File: src/rtl/led_select_scheduler_if.sv
// led_select_scheduler_if: switch/toggle inputs and LED select/status outputs of the scheduler.
//   i_Switch_1, i_Switch_2 : debounced switch levels (mode advance / step-or-pause)
//   i_Toggle               : level output of the toggle counter
//   o_Enable               : toggle counter enable, low only while paused
//   o_Sel[1:0]             : demux select
//   o_Mode[1:0]            : 0 MANUAL, 1 SCAN, 2 BOUNCE
//   o_Paused               : automatic mode paused
interface led_select_scheduler_if;
    logic       i_Switch_1;
    logic       i_Switch_2;
    logic       i_Toggle;
    logic       o_Enable;
    logic [1:0] o_Sel;
    logic [1:0] o_Mode;
    logic       o_Paused;
    modport master (output i_Switch_1, i_Switch_2, i_Toggle, input o_Enable, o_Sel, o_Mode, o_Paused);
    modport slave (input i_Switch_1, i_Switch_2, i_Toggle, output o_Enable, o_Sel, o_Mode, o_Paused);
endinterface

File: src/rtl/led_select_scheduler.sv
// led_select_scheduler: sequences the LED demux select (manual step, scan, bounce) and gates the toggle counter.
//   i_Clk   : system clock, rising edge
//   i_Reset : synchronous active-high reset
//   bus     : led_select_scheduler_if.slave (switch/toggle inputs, select/mode/pause/enable outputs)
//   DWELL_EDGES : toggle edges per LED position in automatic modes (1..255)
//   Define LED_SCHED_BOUNCE_EN to include BOUNCE mode; without it the mode cycle is MANUAL -> SCAN.
module led_select_scheduler #(
    parameter int DWELL_EDGES = 4
) (
    input logic                   i_Clk,
    input logic                   i_Reset,
    led_select_scheduler_if.slave bus
);
    typedef enum logic [1:0] {MANUAL = 2'd0, SCAN = 2'd1, BOUNCE = 2'd2} mode_t;
    mode_t      mode_q, mode_d;
    logic [1:0] sel_q, sel_d, sel_adv;
    logic [7:0] dwell_q, dwell_d;
    logic       paused_q, paused_d;
    logic       sw1_q, sw1_d, sw2_q, sw2_d, tog_q, tog_d;
    logic       sw1_rise, sw2_rise, tog_edge, at_end;
`ifdef LED_SCHED_BOUNCE_EN
    logic       up_q, up_d, step_up;
`endif

    // Previous-value registers load the live inputs during reset too, so a level held through reset is not an edge.
    always_ff @(posedge i_Clk) begin
        sw1_q <= sw1_d;
        sw2_q <= sw2_d;
        tog_q <= tog_d;
        if (i_Reset) begin
            mode_q   <= MANUAL;
            sel_q    <= 2'd0;
            dwell_q  <= 8'd0;
            paused_q <= 1'b0;
`ifdef LED_SCHED_BOUNCE_EN
            up_q     <= 1'b1;
`endif
        end else begin
            mode_q   <= mode_d;
            sel_q    <= sel_d;
            dwell_q  <= dwell_d;
            paused_q <= paused_d;
`ifdef LED_SCHED_BOUNCE_EN
            up_q     <= up_d;
`endif
        end
    end

    always_comb begin
        sw1_d    = bus.i_Switch_1;
        sw2_d    = bus.i_Switch_2;
        tog_d    = bus.i_Toggle;
        sw1_rise = bus.i_Switch_1 & ~sw1_q;
        sw2_rise = bus.i_Switch_2 & ~sw2_q;
        tog_edge = bus.i_Toggle ^ tog_q;
        at_end   = dwell_q == 8'(DWELL_EDGES - 1);
        mode_d   = mode_q;
        sel_d    = sel_q;
        dwell_d  = dwell_q;
        paused_d = paused_q;
`ifdef LED_SCHED_BOUNCE_EN
        up_d     = up_q;
        // Turn around at the ends on the same advance, so the end position is never repeated.
        step_up  = up_q ? (sel_q != 2'd3) : (sel_q == 2'd0);
        sel_adv  = (mode_q == BOUNCE && !step_up) ? sel_q - 2'd1 : sel_q + 2'd1;
`else
        sel_adv  = sel_q + 2'd1;
`endif
        // Priority: mode change, then manual step / pause toggle, then dwell counting.
        if (sw1_rise) begin
`ifdef LED_SCHED_BOUNCE_EN
            mode_d = mode_q == MANUAL ? SCAN : (mode_q == SCAN ? BOUNCE : MANUAL);
            up_d   = 1'b1;
`else
            mode_d = mode_q == MANUAL ? SCAN : MANUAL;
`endif
            dwell_d  = 8'd0;
            paused_d = 1'b0;
        end else if (mode_q == MANUAL) begin
            dwell_d = 8'd0;
            sel_d   = sw2_rise ? sel_q + 2'd1 : sel_q;
        end else if (sw2_rise) begin
            paused_d = ~paused_q;
        end else if (tog_edge && !paused_q) begin
            dwell_d = at_end ? 8'd0 : dwell_q + 8'd1;
            sel_d   = at_end ? sel_adv : sel_q;
`ifdef LED_SCHED_BOUNCE_EN
            up_d    = (at_end && mode_q == BOUNCE) ? step_up : up_q;
`endif
        end
    end

    always_comb begin
        bus.o_Sel    = sel_q;
        bus.o_Mode   = mode_q;
        bus.o_Paused = paused_q;
        bus.o_Enable = ~paused_q;
    end
endmodule

File: src/flat_wrapper.sv
// flat-port wrapper written by rule: the top's interface ports become plain ports
module led_select_scheduler_flat 
#(
    parameter int DWELL_EDGES = 4
)
  (i_Clk, i_Reset, bus_i_Switch_1, bus_i_Switch_2, bus_i_Toggle, bus_o_Enable, bus_o_Sel, bus_o_Mode, bus_o_Paused);
  led_select_scheduler_if bus_i ();
  input logic i_Clk;
  input logic i_Reset;
  input wire logic [$bits(bus_i.i_Switch_1)-1:0] bus_i_Switch_1;
  input wire logic [$bits(bus_i.i_Switch_2)-1:0] bus_i_Switch_2;
  input wire logic [$bits(bus_i.i_Toggle)-1:0] bus_i_Toggle;
  output wire logic [$bits(bus_i.o_Enable)-1:0] bus_o_Enable;
  output wire logic [$bits(bus_i.o_Sel)-1:0] bus_o_Sel;
  output wire logic [$bits(bus_i.o_Mode)-1:0] bus_o_Mode;
  output wire logic [$bits(bus_i.o_Paused)-1:0] bus_o_Paused;
  assign bus_i.i_Switch_1 = bus_i_Switch_1;
  assign bus_i.i_Switch_2 = bus_i_Switch_2;
  assign bus_i.i_Toggle = bus_i_Toggle;
  assign bus_o_Enable = bus_i.o_Enable;
  assign bus_o_Sel = bus_i.o_Sel;
  assign bus_o_Mode = bus_i.o_Mode;
  assign bus_o_Paused = bus_i.o_Paused;
  led_select_scheduler #(.DWELL_EDGES(DWELL_EDGES)) u_core (.i_Clk(i_Clk), .i_Reset(i_Reset), .bus(bus_i));
endmodule
File: config.mk
export PLATFORM = sky130hd
export DESIGN_NAME = led_select_scheduler_flat
export DESIGN_NICKNAME = d
export VERILOG_FILES = /design/src/rtl/led_select_scheduler_if.sv /design/src/rtl/led_select_scheduler.sv /design/src/flat_wrapper.sv
export SDC_FILE = /design/constraint.sdc
export NUM_CORES = 1
export LEC_CHECK = 0
export ABC_AREA = 1
export CAP_MARGIN = 20
export CORE_UTILIZATION = 45
export CTS_CLUSTER_DIAMETER = 150
export DETAILED_ROUTE_END_ITERATION = 12
export GPL_TIMING_DRIVEN = 0
export PLACE_DENSITY = 0.79
export RECOVER_POWER = 50
export SLEW_MARGIN = 30
export SYNTH_ARGS = -nofsm -noshare
export SYNTH_HDL_FRONTEND = slang
export SYNTH_SLANG_ARGS = --single-unit
File: constraint.sdc
create_clock -name i_Clk -period 1.2 [get_ports i_Clk]
set_input_delay 0.12 -clock i_Clk [delete_from_list [all_inputs] [get_ports i_Clk]]
set_output_delay 0.12 -clock i_Clk [all_outputs]
set_load 0.01 [all_outputs]
==> results of run 1 <==
==> cell type report <==
class	count	area, sq um
repair buffers	14	131
flip-flops and latches	15	313
inverters	16	60.1
plain buffers	1	7.51
clock buffers	4	26.3
well taps	16	20.0
fillers	141	519
multi-input cells	76	464
==> power by group through the flow <==
stage	combinational (W)	sequential (W)	clock, W
6_report	0.000152	0.000532	0.000279
5_1_grt	0.000170	0.000535	0.000321
4_1_cts	0.000136	0.000531	0.000294
3_5_place_dp	0.000129	0.000540	0
3_3_place_gp	0.000126	0.000539	0
2_1_floorplan	0.0000770	0.000543	0
==> state kept, by name, summed over array words and instances (netlist names) <==
name and count:
u_core.dwell_q 8, u_core.bus.o_Sel 2, u_core.bus.o_Mode 1, u_core.bus.o_Paused 1, u_core.sw1_q 1, u_core.sw2_q 1
u_core.tog_q 1
==> worst max path at each step <==
stage / start / to / depth (start not counted) / slack, ns
after floorplan: u_core.bus.o_Paused / u_core.dwell_q[4] / 6 / -0.01
after global placement: bus_i_Toggle / u_core.dwell_q[4] / 6 / -0.35
after detailed placement: bus_i_Toggle / u_core.dwell_q[4] / 6 / -0.40
after CTS: u_core.bus.o_Paused / u_core.dwell_q[5] / 7 / 0.003
after global routing: u_core.tog_q / u_core.dwell_q[4] / 6 / -0.08
final: u_core.dwell_q[4] / u_core.bus.o_Sel[1] / 8 / 0.03
==> per-layer routing <==
layer | up-vias | GRT usage, %
met1 | 299 | 20.5
li1 | 376 | -
met4 | 0 | 5.45
met5 | - | 0
met3 | 2 | 3.83
met2 | 14 | 29.1
==> what timing repair did <==
item | CTS | global route
endpoints found under the setup margin | 13 | 10
hold endpoints to repair | 0 | 0
hold buffers | 0 | 0
setup buffers | 2 | 3
pin swaps | 3 | 6
gates resized for setup | 15 | 22
==> per-stage QoR <==
step / power, W / cell area (sq um) / hold slack [ns] / utilization (%)
detailed placement: 0.000669 / 865 / 0.486 / 56.1
global placement: 0.000665 / 865 / 0.470 / 56.1
floorplan: 0.000620 / 754 / 0.148 / -
global route: 0.00103 / 1020 / 0.0715 / 66.3
CTS: 0.000962 / 935 / 0.307 / 60.6
finish: 0.000964 / 1020 / 0.0893 / 66.3
==> cells by family (layout without fill, tap and decap cells) <==
group	after synthesis	after routing	synth area share (%)
AND/OR/NAND/NOR	56	56	34.2
buffers and inverters	17	35	8.96
AO/OA/AOI/OAI	16	16	12.6
flip-flops	15	15	39.8
XOR/XNOR	2	2	2.32
adder cells (fa/ha/maj)	1	1	1.66
other	1	1	0.497
==> worst register-to-register path: stages, from the launching register on <==
cell	delay, ns
dfxtp_1	0.36
nor2_2	0.17
nand2_4	0.07
nor2_4	0.15
nand2_2	0.08
nand2_4	0.08
nand2_1	0.05
nand2_1	0.06
a21oi_1	0.06
==> placed cells by master (no fill, tap or decap) <==
cell             netlist  routed
a21oi_1                7       6
a21boi_1               0       1
conb_1                 1       1
o21bai_2               1       1
a21oi_2                1       1
xor2_1                 2       2
nand3_1                6       4
nor2_4                 1       3
inv_1                 14      14
dlygate4sd2_1          0       5
nand2_2                2       4
buf_4                  1       4
nand2_1               27      23
nor2_1                16      13
clkbuf_4               0       3
nand2_4                0       2
nor3_4                 1       2
o21ai_1                4       4
dlymetal6s2s_1         0       1
nand3_2                1       3
clkbuf_1               0       1
o21ai_0                1       1
buf_6                  0       2
o211ai_1               1       1
a21oi_4                0       1
clkdlybuf4s50_1        0       2
dlygate4sd3_1          0       1
ha_4                   0       1
nor2_2                 1       2
dfxtp_4                0       1
dfxtp_1               15       7
dfxtp_2                0       7
inv_2                  2       2
==> summary.md, run 1 <==
| Metric | Value |
|---|---|
| Outcome | `finished, final reports clean` |
| Largest cells by area after synthesis | `dfxtp_1, nand2_1, nor2_1, inv_1, a21oi_1` |
| Endpoint class of the critical path | `register` |
| Layout Skew | `0.00353 ns` |
| Hold path cells | `1` |
| # DRC | `0` |
| Area grow syn2layout | `35.5%` |
| CP max stage delay | `0.36 ns` |
| RSZ-0062 raised after global routing | `true` |
| Worst hold-check path type | `in2reg` |
| DRT iter0 DRCs | `8` |
| Comb pwr share | `15.8%` |
| Setup TNS | `0 ns` |
| Post-synth cell types | `23` |
| Synth area leader | `dfxtp_1` |
| Startpoint types | `register` |
| Maxcap violations | `0` |
| Layout cell share with drive strength beyond 1 | `31.0%` |
| Initial antenna violation count | `0` |
| WS Path Type | `reg2reg` |
| CP required | `1.37 ns` |
| Worst r2r src | `u_core.dwell_q[4]` |
| Clk Latency, worst-skew pair | `0.27 ns` |
| Initial DRT Pass Iterations | `4` |
| Syn Area/Cell | `6.99 sq um` |
| Finished Layout Cells | `142` |
| Final setup vio count | `0` |
| Max Fclk | `0.852 GHz` |
| Prevailing post-synth register cell | `dfxtp_1` |
| Pint | `0.000713 W` |
| Clock transition at path regs | `0.09 ns` |
| Clk sinks | `15` |
| Grt ovf | `0` |
| Hold endpoint | `u_core.tog_q` |
| Die X | `42.9 microns` |
| Max Slew Vio Count | `0` |
| P_leak | `0.434 nW` |
| CTS tree | `built` |
| # nets final | `133` |
| Met3 routed WL | `58 microns` |
| Reg2Reg Depth | `8` |
| Die ar. | `1840 sq um` |
| Clock Power Share | `29.0%` |
| Number of synthesized flops with an enable pin | `0` |
| Routed Wire Length | `1.46 mm` |
| Synth top cells by count | `nand2_1, nor2_1, dfxtp_1` |
| Synthesized area | `754 sq um` |
| Register area share after synthesis | `39.8%` |
| Routed Antenna Nets | `0` |
| Hold Fails Final Rpt | `0` |
| WL met2 | `704 microns` |
| CP max-delay cell | `dfxtp_1` |
| Mapped Nets | `114` |
| Setup slack at placement | `-0.397 ns` |
| Yosys top cell area share | `39.8%` |
| Initial Util | `48.9%` |
| Most frequent cell after synthesis | `nand2_1` |
| Power per cell area | `943 nW/um^2` |
| Clock root buffer master | `clkbuf_4` |
| I/O Buffers | `9` |
| Count of yosys warnings during synthesis | `0` |
| Vias in the first global route | `635` |
| Clock tree buffer depth | `2` |
| Vias | `691` |
| TritonCTS Buffers | `3` |
| Final min period | `1.17 ns` |
| Sequential power share | `55.2%` |
| Core Area | `1540 sq um` |
| Arr. time, crit path | `1.35 ns` |
| Reg2reg end | `u_core.bus.o_Sel[1]` |
| Worst-path cell chain | `nor2_2, nand2_4, nor2_4, nand2_2, nand2_4, nand2_1, nand2_1, a21oi_1` |
| Antenna cells | `0` |
| Io pins | `11` |
| First-pass GRT wire length | `2.41 mm` |
| Post-synthesis async set-or-reset flop share | `0%` |
| HPWL after DPL | `1000 microns` |
| Setup WS post-layout | `0.0258 ns` |
| Placer Congestion | `0.846` |
| Reg2Reg Setup Slack | `0.03 ns` |
| Switching power total | `0.000251 W` |
| CP bufs+invs | `0` |
| Top routing layer in use | `met4` |
| Seq cells post-synth | `15` |
| Sw Share | `26.0%` |
| Mapped Cells | `108` |
| Delay-heaviest family, CP | `simple AND/OR/NAND/NOR gates` |
| Avg WL per Cell | `10.3 microns` |
| Worst-path maximum fanout | `4` |
| Routed vias/inst | `4.87` |
| Placed cells | `133` |
| Maximum VDD drop | `743 uV` |
| Largest net degree at the start of global routing | `9` |
| Total GRT Usage | `16.8%` |
| Wire length on met1 | `684 microns` |
| Die H | `42.9 microns` |
| Hold Startpoint | `bus_i_Toggle` |
| Tcrit/Tclk final | `97.9%` |
| Cell row count | `14` |
| H-tree levels | `1` |
Note: power is estimated with default switching activity, not from simulation.
==> run 2: changes to the inputs <==
--- a/config.mk
+++ b/config.mk
@@ -13,4 +13,6 @@
 export GPL_TIMING_DRIVEN = 0
+export MAX_ROUTING_LAYER = met4
 export PLACE_DENSITY = 0.79
 export RECOVER_POWER = 50
+export SKIP_LAST_GASP = 1
 export SLEW_MARGIN = 30
==> constraint.sdc (replaced) <==
create_clock -name i_Clk -period 1.2 [get_ports i_Clk]
set_input_delay 0.24 -clock i_Clk [delete_from_list [all_inputs] [get_ports i_Clk]]
set_output_delay 0.24 -clock i_Clk [all_outputs]
set_load 0.01 [all_outputs]
==> summary.md, run 2 (same netlist as run 1, synthesis figures left out) <==
| Metric | Value |
|---|---|
| Worst-path cell chain | `nor2_4, nor3_4, buf_6, nand2_1, o21ai_1, nor2_1 (was nor2_2, nand2_4, nor2_4, nand2_2, nand2_4, nand2_1, nand2_1, a21oi_1)` |
| Max Slew Vio Count | `0 (unchanged)` |
| Setup WS post-layout | `-0.00390 ns (was 0.0258 ns)` |
| Max reg flops | `8 (unchanged)` |
| Final min period | `1.20 ns (was 1.17 ns)` |
| Initial Util | `48.9% (unchanged)` |
| Endpoint class of the critical path | `register (unchanged)` |
| I/O Buffers | `9 (unchanged)` |
| Cts hold-fix bufs | `0 (unchanged)` |
| # DRC | `0 (unchanged)` |
| Failing checks | `negative setup slack` |
| Commonest non-fill, non-tap cell in the layout | `nand2_1 (unchanged)` |
| Grt ovf | `0 (unchanged)` |
| Clock root buffer master | `clkbuf_4 (unchanged)` |
| CP max stage delay | `0.36 ns (about the same)` |
| Max Fclk | `0.831 GHz (was 0.852 GHz)` |
| Outcome | `complete, but fails checks (was finished, final reports clean)` |
| Antenna cells | `0 (unchanged)` |
| CP max-delay cell | `dfxtp_2 (was dfxtp_1)` |
| Maxcap violations | `0 (unchanged)` |
| Die ar. | `1840 sq um (unchanged)` |
| Placed cells | `133 (unchanged)` |
| Routed Wire Length | `1.57 mm (was 1.46 mm)` |
| Finished Layout Cells | `142 (unchanged)` |
| Io pins | `11 (unchanged)` |
| WS Path Type | `reg2reg (unchanged)` |
| Cell row count | `14 (unchanged)` |
| Placer Congestion | `0.860 (was 0.846)` |
| DRT iter0 DRCs | `5 (was 8)` |
| Routed vias/inst | `5.10 (was 4.87)` |
| Initial DRT Pass Iterations | `4 (unchanged)` |
| Arr. time, crit path | `1.38 ns (was 1.35 ns)` |
| Clock transition at path regs | `0.09 ns (about the same)` |
| Maximum VDD drop | `692 uV (was 743 uV)` |
| Delay-heaviest family, CP | `simple AND/OR/NAND/NOR gates (unchanged)` |
| Setup slack at placement | `-0.517 ns (was -0.397 ns)` |
| Startpoint types | `register (unchanged)` |
| Hold Fails Final Rpt | `0 (unchanged)` |
| Core Area | `1540 sq um (unchanged)` |
| Most frequent cells in the layout | `nand2_1, nor2_1, inv_1 (was nand2_1, inv_1, nor2_1)` |
| Total GRT Usage | `17.8% (was 16.8%)` |
| Clk Latency, worst-skew pair | `0.28 ns (was 0.27 ns)` |
| Top routing layer in use | `met4 (unchanged)` |
| Die H | `42.9 microns (unchanged)` |
| Layout cell share with drive strength beyond 1 | `32.5% (was 31.0%)` |
| Setup TNS | `-0.00390 ns (was 0 ns)` |
| Vias | `724 (was 691)` |
| Wire length on met1 | `696 microns (was 684 microns)` |
| Clk sinks | `15 (unchanged)` |
| Initial antenna violation count | `0 (unchanged)` |
| Layout Skew | `0.000742 ns (was 0.00353 ns)` |
| Worst-path maximum fanout | `4 (unchanged)` |
| Tot Pwr | `0.000979 W (was 0.000964 W)` |
| Worst r2r src | `u_core.tog_q (was u_core.dwell_q[4])` |
| Hold Startpoint | `bus_i_Switch_2 (was bus_i_Toggle)` |
| P_leak | `0.424 nW (was 0.434 nW)` |
| Final setup vio count | `1 (was 0)` |
| First-pass GRT wire length | `2.48 mm (was 2.41 mm)` |
| Avg WL per Cell | `11.1 microns (was 10.3 microns)` |
| WL met2 | `752 microns (was 704 microns)` |
| CP startpoint | `u_core.tog_q (was u_core.dwell_q[4])` |
| Power per cell area | `954 nW/um^2 (was 943 nW/um^2)` |
| Largest Register | `u_core.dwell_q (unchanged)` |
| CP bufs+invs | `1 (was 0)` |
| Worst hold-check path type | `in2reg (unchanged)` |
| CP required | `1.38 ns (was 1.37 ns)` |
| Die X | `42.9 microns (unchanged)` |
| Clock tree buffer depth | `2 (unchanged)` |
| # nets final | `133 (unchanged)` |
| TritonCTS Buffers | `3 (unchanged)` |
| HPWL after DPL | `1000 microns (unchanged)` |
| Area grow syn2layout | `36.0% (was 35.5%)` |
| CTS tree | `built (unchanged)` |
| Tcrit/Tclk final | `100% (was 97.9%)` |
| RSZ-0062 raised after global routing | `true (unchanged)` |
| Met3 routed WL | `57 microns (was 58 microns)` |
| Largest net degree at the start of global routing | `9 (unchanged)` |
| Routed Antenna Nets | `0 (unchanged)` |
| Vias in the first global route | `652 (was 635)` |
| H-tree levels | `1 (unchanged)` |
run 2: layout make-up:
class	instances	area, sq um
fillers	141	515
clock buffers	4	26.3
flip-flops and latches	15	314
inverters	16	62.6
plain buffers	1	7.51
repair buffers	14	129
multi-input cells	76	467
well taps	16	20.0
run 2: what timing repair did:
item,in CTS,in global routing
gates resized for setup,23,19
pin swaps,8,10
setup buffers,3,2
endpoints found under the setup margin,15,12
run 2: through the flow:
stage | utilization, % | cell area, sq um | hold slack [ns]
5_1_grt | 66.6 | 1030 | 0.216
2_1_floorplan | - | 754 | 0.268
4_1_cts | 61.5 | 948 | 0.215
6_report | 66.6 | 1030 | 0.215
3_3_place_gp | 56.1 | 865 | 0.470
3_5_place_dp | 56.1 | 865 | 0.486
run 2: final timing paths:
check | to | slack (ns) | cells past startpoint
max | u_core.dwell_q[3] | -0.004 | 6
min | u_core.sw2_q | 0.21 | 1
max reg2reg | u_core.dwell_q[3] | -0.004 | 6
min reg2reg | u_core.dwell_q[7] | 0.49 | 2
run 2: report_power, final:
group / internal [W] / switching, W
logic: 0.0000742 / 0.0000852
registers: 0.000514 / 0.0000184
clock network: 0.000129 / 0.000158
run 2: routing by layer:
layer / vias to the layer above / global-route usage (%)
li1: 373 / -
met1: 324 / 21.1
met2: 19 / 30.0
met3: 8 / 3.83
met4: 0 / 6.06
met5: - / -
==> run 3: changes to the inputs <==
PLACE_DENSITY = 0.76   (was 0.79)
SLEW_MARGIN = 20   (was 30)
clock period = 1.15 ns   (was 1.2 ns; I/O delays follow)
==> summary.md, run 3 (same netlist as run 1, synthesis figures left out) <==
| Metric | Value |
|---|---|
| Outcome | `complete, but fails checks (unchanged)` |
| Failing checks | `negative setup slack (unchanged)` |
| # DRC | `0 (unchanged)` |
| Post-route cell area | `1080 sq um (was 1030 sq um)` |
| P_leak | `0.447 nW (was 0.424 nW)` |
| Delay-heaviest family, CP | `flip-flops (was simple AND/OR/NAND/NOR gates)` |
| Arr. time, crit path | `0.98 ns (was 1.38 ns)` |
| Clock Power Share | `28.9% (was 29.4%)` |
| Setup WS post-layout | `-0.0646 ns (was -0.00390 ns)` |
| Routed vias/inst | `5.24 (was 5.10)` |
| Routed Antenna Nets | `0 (unchanged)` |
| CP required | `0.92 ns (was 1.38 ns)` |
| Core Area | `1540 sq um (unchanged)` |
| Reg2Reg Setup Slack | `-0.04 ns (was -0.004 ns)` |
| CTS tree | `built (unchanged)` |
| Clk Latency, worst-skew pair | `0.28 ns (about the same)` |
| Clock root buffer master | `clkbuf_4 (unchanged)` |
| Final min period | `1.21 ns` |
| Commonest non-fill, non-tap cell in the layout | `nand2_1 (unchanged)` |
| CP max stage delay | `0.42 ns (was 0.36 ns)` |
| Sw Share | `27.5% (was 26.8%)` |
| Worst hold-check path type | `in2reg (unchanged)` |
| HPWL after DPL | `1.02 mm (was 1000 microns)` |
| Clk sinks | `15 (unchanged)` |
| H-tree levels | `1 (unchanged)` |
| Avg WL per Cell | `12.8 microns (was 11.1 microns)` |
| Initial DRT Pass Iterations | `4 (unchanged)` |
| Cts hold-fix bufs | `0 (unchanged)` |
| RSZ-0062 raised after global routing | `true (unchanged)` |
| Max Fclk | `0.823 GHz` |
| Power per cell area | `969 nW/um^2 (was 954 nW/um^2)` |
| Cell row count | `14 (unchanged)` |
| Fillcell total | `116 (was 141)` |
| Worst-path maximum fanout | `6 (was 4)` |
| Max reg flops | `8 (unchanged)` |
| Area grow syn2layout | `43.4% (was 36.0%)` |
| Io pins | `11 (unchanged)` |
| Startpoint types | `register (unchanged)` |
| Initial Util | `48.9% (unchanged)` |
| Hold Fails Final Rpt | `0 (unchanged)` |
| Routed Wire Length | `1.85 mm (was 1.57 mm)` |
| DRT iter0 DRCs | `12 (was 5)` |
| Maxcap violations | `0 (unchanged)` |
| Most frequent cells in the layout | `nand2_1, inv_1, nor2_1 (was nand2_1, nor2_1, inv_1)` |
| Comb pwr share | `17.8% (was 16.3%)` |
| Die H | `42.9 microns (unchanged)` |
| TritonCTS Buffers | `3 (unchanged)` |
| # nets final | `135 (was 133)` |
| Vias | `755 (was 724)` |
| Grt ovf | `0 (unchanged)` |
| CP max-delay cell | `dfxtp_2 (unchanged)` |
| Initial antenna violation count | `0 (unchanged)` |
| Final setup vio count | `8 (was 1)` |
| Sequential power share | `53.3% (was 54.4%)` |
| Tcrit/Tclk final | `106%` |
| Tot Pwr | `0.00105 W (was 0.000979 W)` |
| Placer Congestion | `0.815 (was 0.860)` |
| Layout Skew | `0.00253 ns (was 0.000742 ns)` |
| Pint | `0.000760 W (was 0.000717 W)` |
| Setup slack at placement | `-0.545 ns (was -0.517 ns)` |
| Clock tree buffer depth | `2 (unchanged)` |
| Die X | `42.9 microns (unchanged)` |
| Layout cell share with drive strength beyond 1 | `44.5% (was 32.5%)` |
| Clock transition at path regs | `0.09 ns (about the same)` |
| Worst-path cell chain | `dlygate4sd2_1 (was nor2_4, nor3_4, buf_6, nand2_1, o21ai_1, nor2_1)` |
| Antenna cells | `0 (unchanged)` |
| WHS | `0.208 ns (was 0.215 ns)` |
| Die ar. | `1840 sq um (unchanged)` |
| Dpl cell area | `873 sq um (was 865 sq um)` |
| Largest Register | `u_core.dwell_q (unchanged)` |
| Vias in the first global route | `741 (was 652)` |
| WS Path Type | `reg2out (was reg2reg)` |
| Switching power total | `0.000288 W (was 0.000262 W)` |
| First-pass GRT wire length | `2.88 mm (was 2.48 mm)` |
| Max Slew Vio Count | `0 (unchanged)` |
| Setup TNS | `-0.264 ns (was -0.00390 ns)` |
| Largest net degree at the start of global routing | `9 (unchanged)` |
| Total GRT Usage | `21.3% (was 17.8%)` |
| Maximum VDD drop | `741 uV (was 692 uV)` |
| CP bufs+invs | `1 (unchanged)` |
| I/O Buffers | `9 (unchanged)` |
| Endpoint class of the critical path | `output port (was register)` |
| Area of the multi-input gates | `499 sq um (was 467 sq um)` |
| Reg area | `312 sq um (was 314 sq um)` |
## run 3: changes by cell type in the layout (fill, tap and decap cells not counted), moves of 2 or more
cell     before  now
dfxtp_2       5    9
inv_2         2    5
nor2_1       14   11
nor2_2        1    4
buf_6         2    4
dfxtp_1       8    6
dfxtp_4       2    0
inv_1        13   11
nand2_1      22   20
nand2_2       6    8
## run 3: worst register-to-register path: stages, from the launching register on
cell     delay (ns)
dfxtp_2        0.37
nor2_4         0.05
nor3_4         0.25
buf_12         0.16
nand3_4        0.07
o21ai_2        0.13
nor2_1         0.06
## run 3: cell type report
class / count / share of cell area (%)
clock buffer: 4 / 2.43
multi-input combinational: 76 / 46.1
inverter: 16 / 5.55
sequential: 15 / 28.8
buffer: 1 / 0.694
timing repair buffer: 16 / 14.6
tap: 16 / 1.85
## run 3: layer usage
metal | share of wire, % | routed length [microns] | GRT usage [%] | up-vias
li1 | - | - | - | 378
met2 | 58 | 1070 | 37.6 | 17
met1 | 36 | 667 | 22.6 | 354
met3 | 3.6 | 66 | 3.83 | 6
met5 | 0 | 0 | - | -
met4 | 2.3 | 42 | 10.3 | 0
## run 3: power by group through the flow
stage               Sequential [W]  Combinational, W  Clock [W]
detailed placement        0.000565          0.000134          0
CTS                       0.000556          0.000188   0.000301
global placement          0.000563          0.000132          0
global route              0.000561          0.000203   0.000327
finish                    0.000559          0.000187   0.000303
floorplan                 0.000567         0.0000811          0
## run 3: timing repair
| item | in CTS | in global routing |
|---|---|---|
| cloned | 1 | 0 |
| gates resized for setup | 27 | 28 |
| buffers inserted | 7 | 0 |
| pin swaps | 9 | 10 |
| setup endpoints to repair | 15 | 15 |
## run 3: through the flow
step	instances	utilization, %
floorplan	108	-
global placement	133	56.7
detailed placement	133	56.7
CTS	145	67.4
global route	144	70.2
finish	144	70.2
## run 3: final timing paths
check	from	to	depth (start not counted)
max	u_core.bus.o_Mode[0]	bus_o_Mode[0]	1
min	bus_i_Switch_2	u_core.sw2_q	1
max reg2reg	u_core.tog_q	u_core.dwell_q[4]	6
min reg2reg	u_core.dwell_q[7]	u_core.dwell_q[7]	2
==> RTL edit (settings of run 2) <==
Add a define of `LED_SCHED_BOUNCE_EN`.
--- a/src/rtl/led_select_scheduler.sv
+++ b/src/rtl/led_select_scheduler.sv
@@ -4,6 +4,8 @@
 //   bus     : led_select_scheduler_if.slave (switch/toggle inputs, select/mode/pause/enable outputs)
 //   DWELL_EDGES : toggle edges per LED position in automatic modes (1..255)
 //   Define LED_SCHED_BOUNCE_EN to include BOUNCE mode; without it the mode cycle is MANUAL -> SCAN.
+`define LED_SCHED_BOUNCE_EN
+
 module led_select_scheduler #(
     parameter int DWELL_EDGES = 4
 ) (
Behaviour: not the same (a bounded check fails within 4 cycles, from zero or initial values and one cycle with i_Reset high).
==> RTL edit against run 2 <==
The run still ends with setup timing left. Routed wire length up 32%. Hold slack worse by 19 ps. Power up 14%. Synthesized area up 24%. Design area up 22%. Synthesized cell count up 19%. Sequential cell count up 2. Worst setup slack worse by 27 ps.
==> RTL edit: results <==
{
  "ys_seq_area_share_pct": 36.5,
  "drtIter0Drc": 16,
  "drive_gt1_share_pct": 41.7,
  "yosysUniqueCellTypes": 27,
  "syn_nets": 137,
  "synthAdderAreaFrac_pct": 4.02,
  "grt_pass1_wl_um": 3200,
  "via_per_inst": 4.95,
  "outcome": "finished with violations",
  "num_antenna_cells": 0,
  "dp.cells": 166,
  "clk_path_buf_depth": 2,
  "hp-class": "primary input to flop",
  "clk_pin_slew_ps": 100,
  "cp_max_fo": 4,
  "synth.area.top_cells": "dfxtp_1, nand2_1, inv_1",
  "fin_skew_ps": 2.01,
  "cellLeakagePower_nw": 0.571,
  "drt-pass1-iter-count": 4,
  "setup_tns_ps": -41.0,
  "wl_per_cell_um": 11.7,
  "synth-compound-area-share_pct": 11.0,
  "vias": 881,
  "antenna_found_initial": 0,
  "io_buffers": 10,
  "place_hpwl_um": 1300,
  "grt_max_degree": 11,
  "fin_nets": 160,
  "dpl-instance-area_um2": 1070,
  "place.gp.congestion": 0.743,
  "ys.flop_type": "dfxtp_1",
  "clock_latency_ps": 300,
  "synth_common_cells": "nand2_1, inv_1, dfxtp_1, nor2_1, nand3_1",
  "cts_buffers": 3,
  "syn_inst": 129,
  "async_flop_share_pct": 0,
  "largest_reg_flops": 8,
  "fillers": 178,
  "grt_pass1_vias": 818,
  "pre_cts_ws_ps": -442,
  "setup_viol": 3,
  "synth-xor-area-share_pct": 1.88,
  "grt_use_total_pct": 21.4,
  "setup_ws_ps": -30.6,
  "registers.top_by_ff_count": "u_core.dwell_q",
  "clock-root-buffer": "clkbuf_4",
  "violations": "setup timing",
  "fin_util_pct": 63.7,
  "vdd_drop_max_v": 0.000812
}
[RTL edit: timing repair]
item,4_1_cts,5_1_grt
cloned,1,0
gates resized for setup,24,31
setup endpoints to repair,17,16
pin swaps,4,7
buffers inserted,5,2
[RTL edit: worst paths after layout]
path                                 endpoint                              from  cells past startpoint  slack [ps]
min reg2reg  u_core.bus.o_Paused$_SDFFE_PP0P_  u_core.bus.o_Paused$_SDFFE_PP0P_                      2         500
max reg2reg  u_core.bus.o_Sel[1]$_SDFFE_PP0P_    u_core.dwell_q[0]$_SDFFE_PP0P_                      8         -30
max          u_core.bus.o_Sel[1]$_SDFFE_PP0P_    u_core.dwell_q[0]$_SDFFE_PP0P_                      8         -30
min                      u_core.sw2_q$_DFF_P_                    bus_i_Switch_2                      1         200
[RTL edit: layout make-up]
class / count / area share (%)
multi-input combinational: 89 / 47.2
sequential: 17 / 28.5
timing repair buffer: 18 / 11.6
inverter: 22 / 6.81
tap: 27 / 2.70
clock buffer: 3 / 1.80
buffer: 1 / 0.901
clock inverter: 1 / 0.400
[RTL edit: critical path: cells and delay by family (launching register included)]
family | cells | cell delay [ps]
fa+ha+maj | 1 | 160
flops | 1 | 370
simple gates | 7 | 620
[RTL edit: logic make-up after synthesis]
logic type,count (synthesis)
xor+xnor,2
flops,17
compound gates,16
simple gates,68
fa+ha+maj,3
buf+inv,23
[RTL edit: routing by layer]
layer  GRT usage [%]  up-vias  routed length [µm]
met4            13.3        0                  49
met5               -        -                   0
li1                -      449                   -
met2            35.6       18                1120
met3            4.53        7                  76
met1            23.0      407                 833
[RTL edit: report_power, final]
part,total (W),switching [W],internal [W],leakage [nW]
logic,0.000198,0.000111,0.0000872,0.410
clock network,0.000322,0.000198,0.000125,0.0177
registers,0.000599,0.0000181,0.000581,0.144
total,0.00112,0.000327,0.000792,0.571
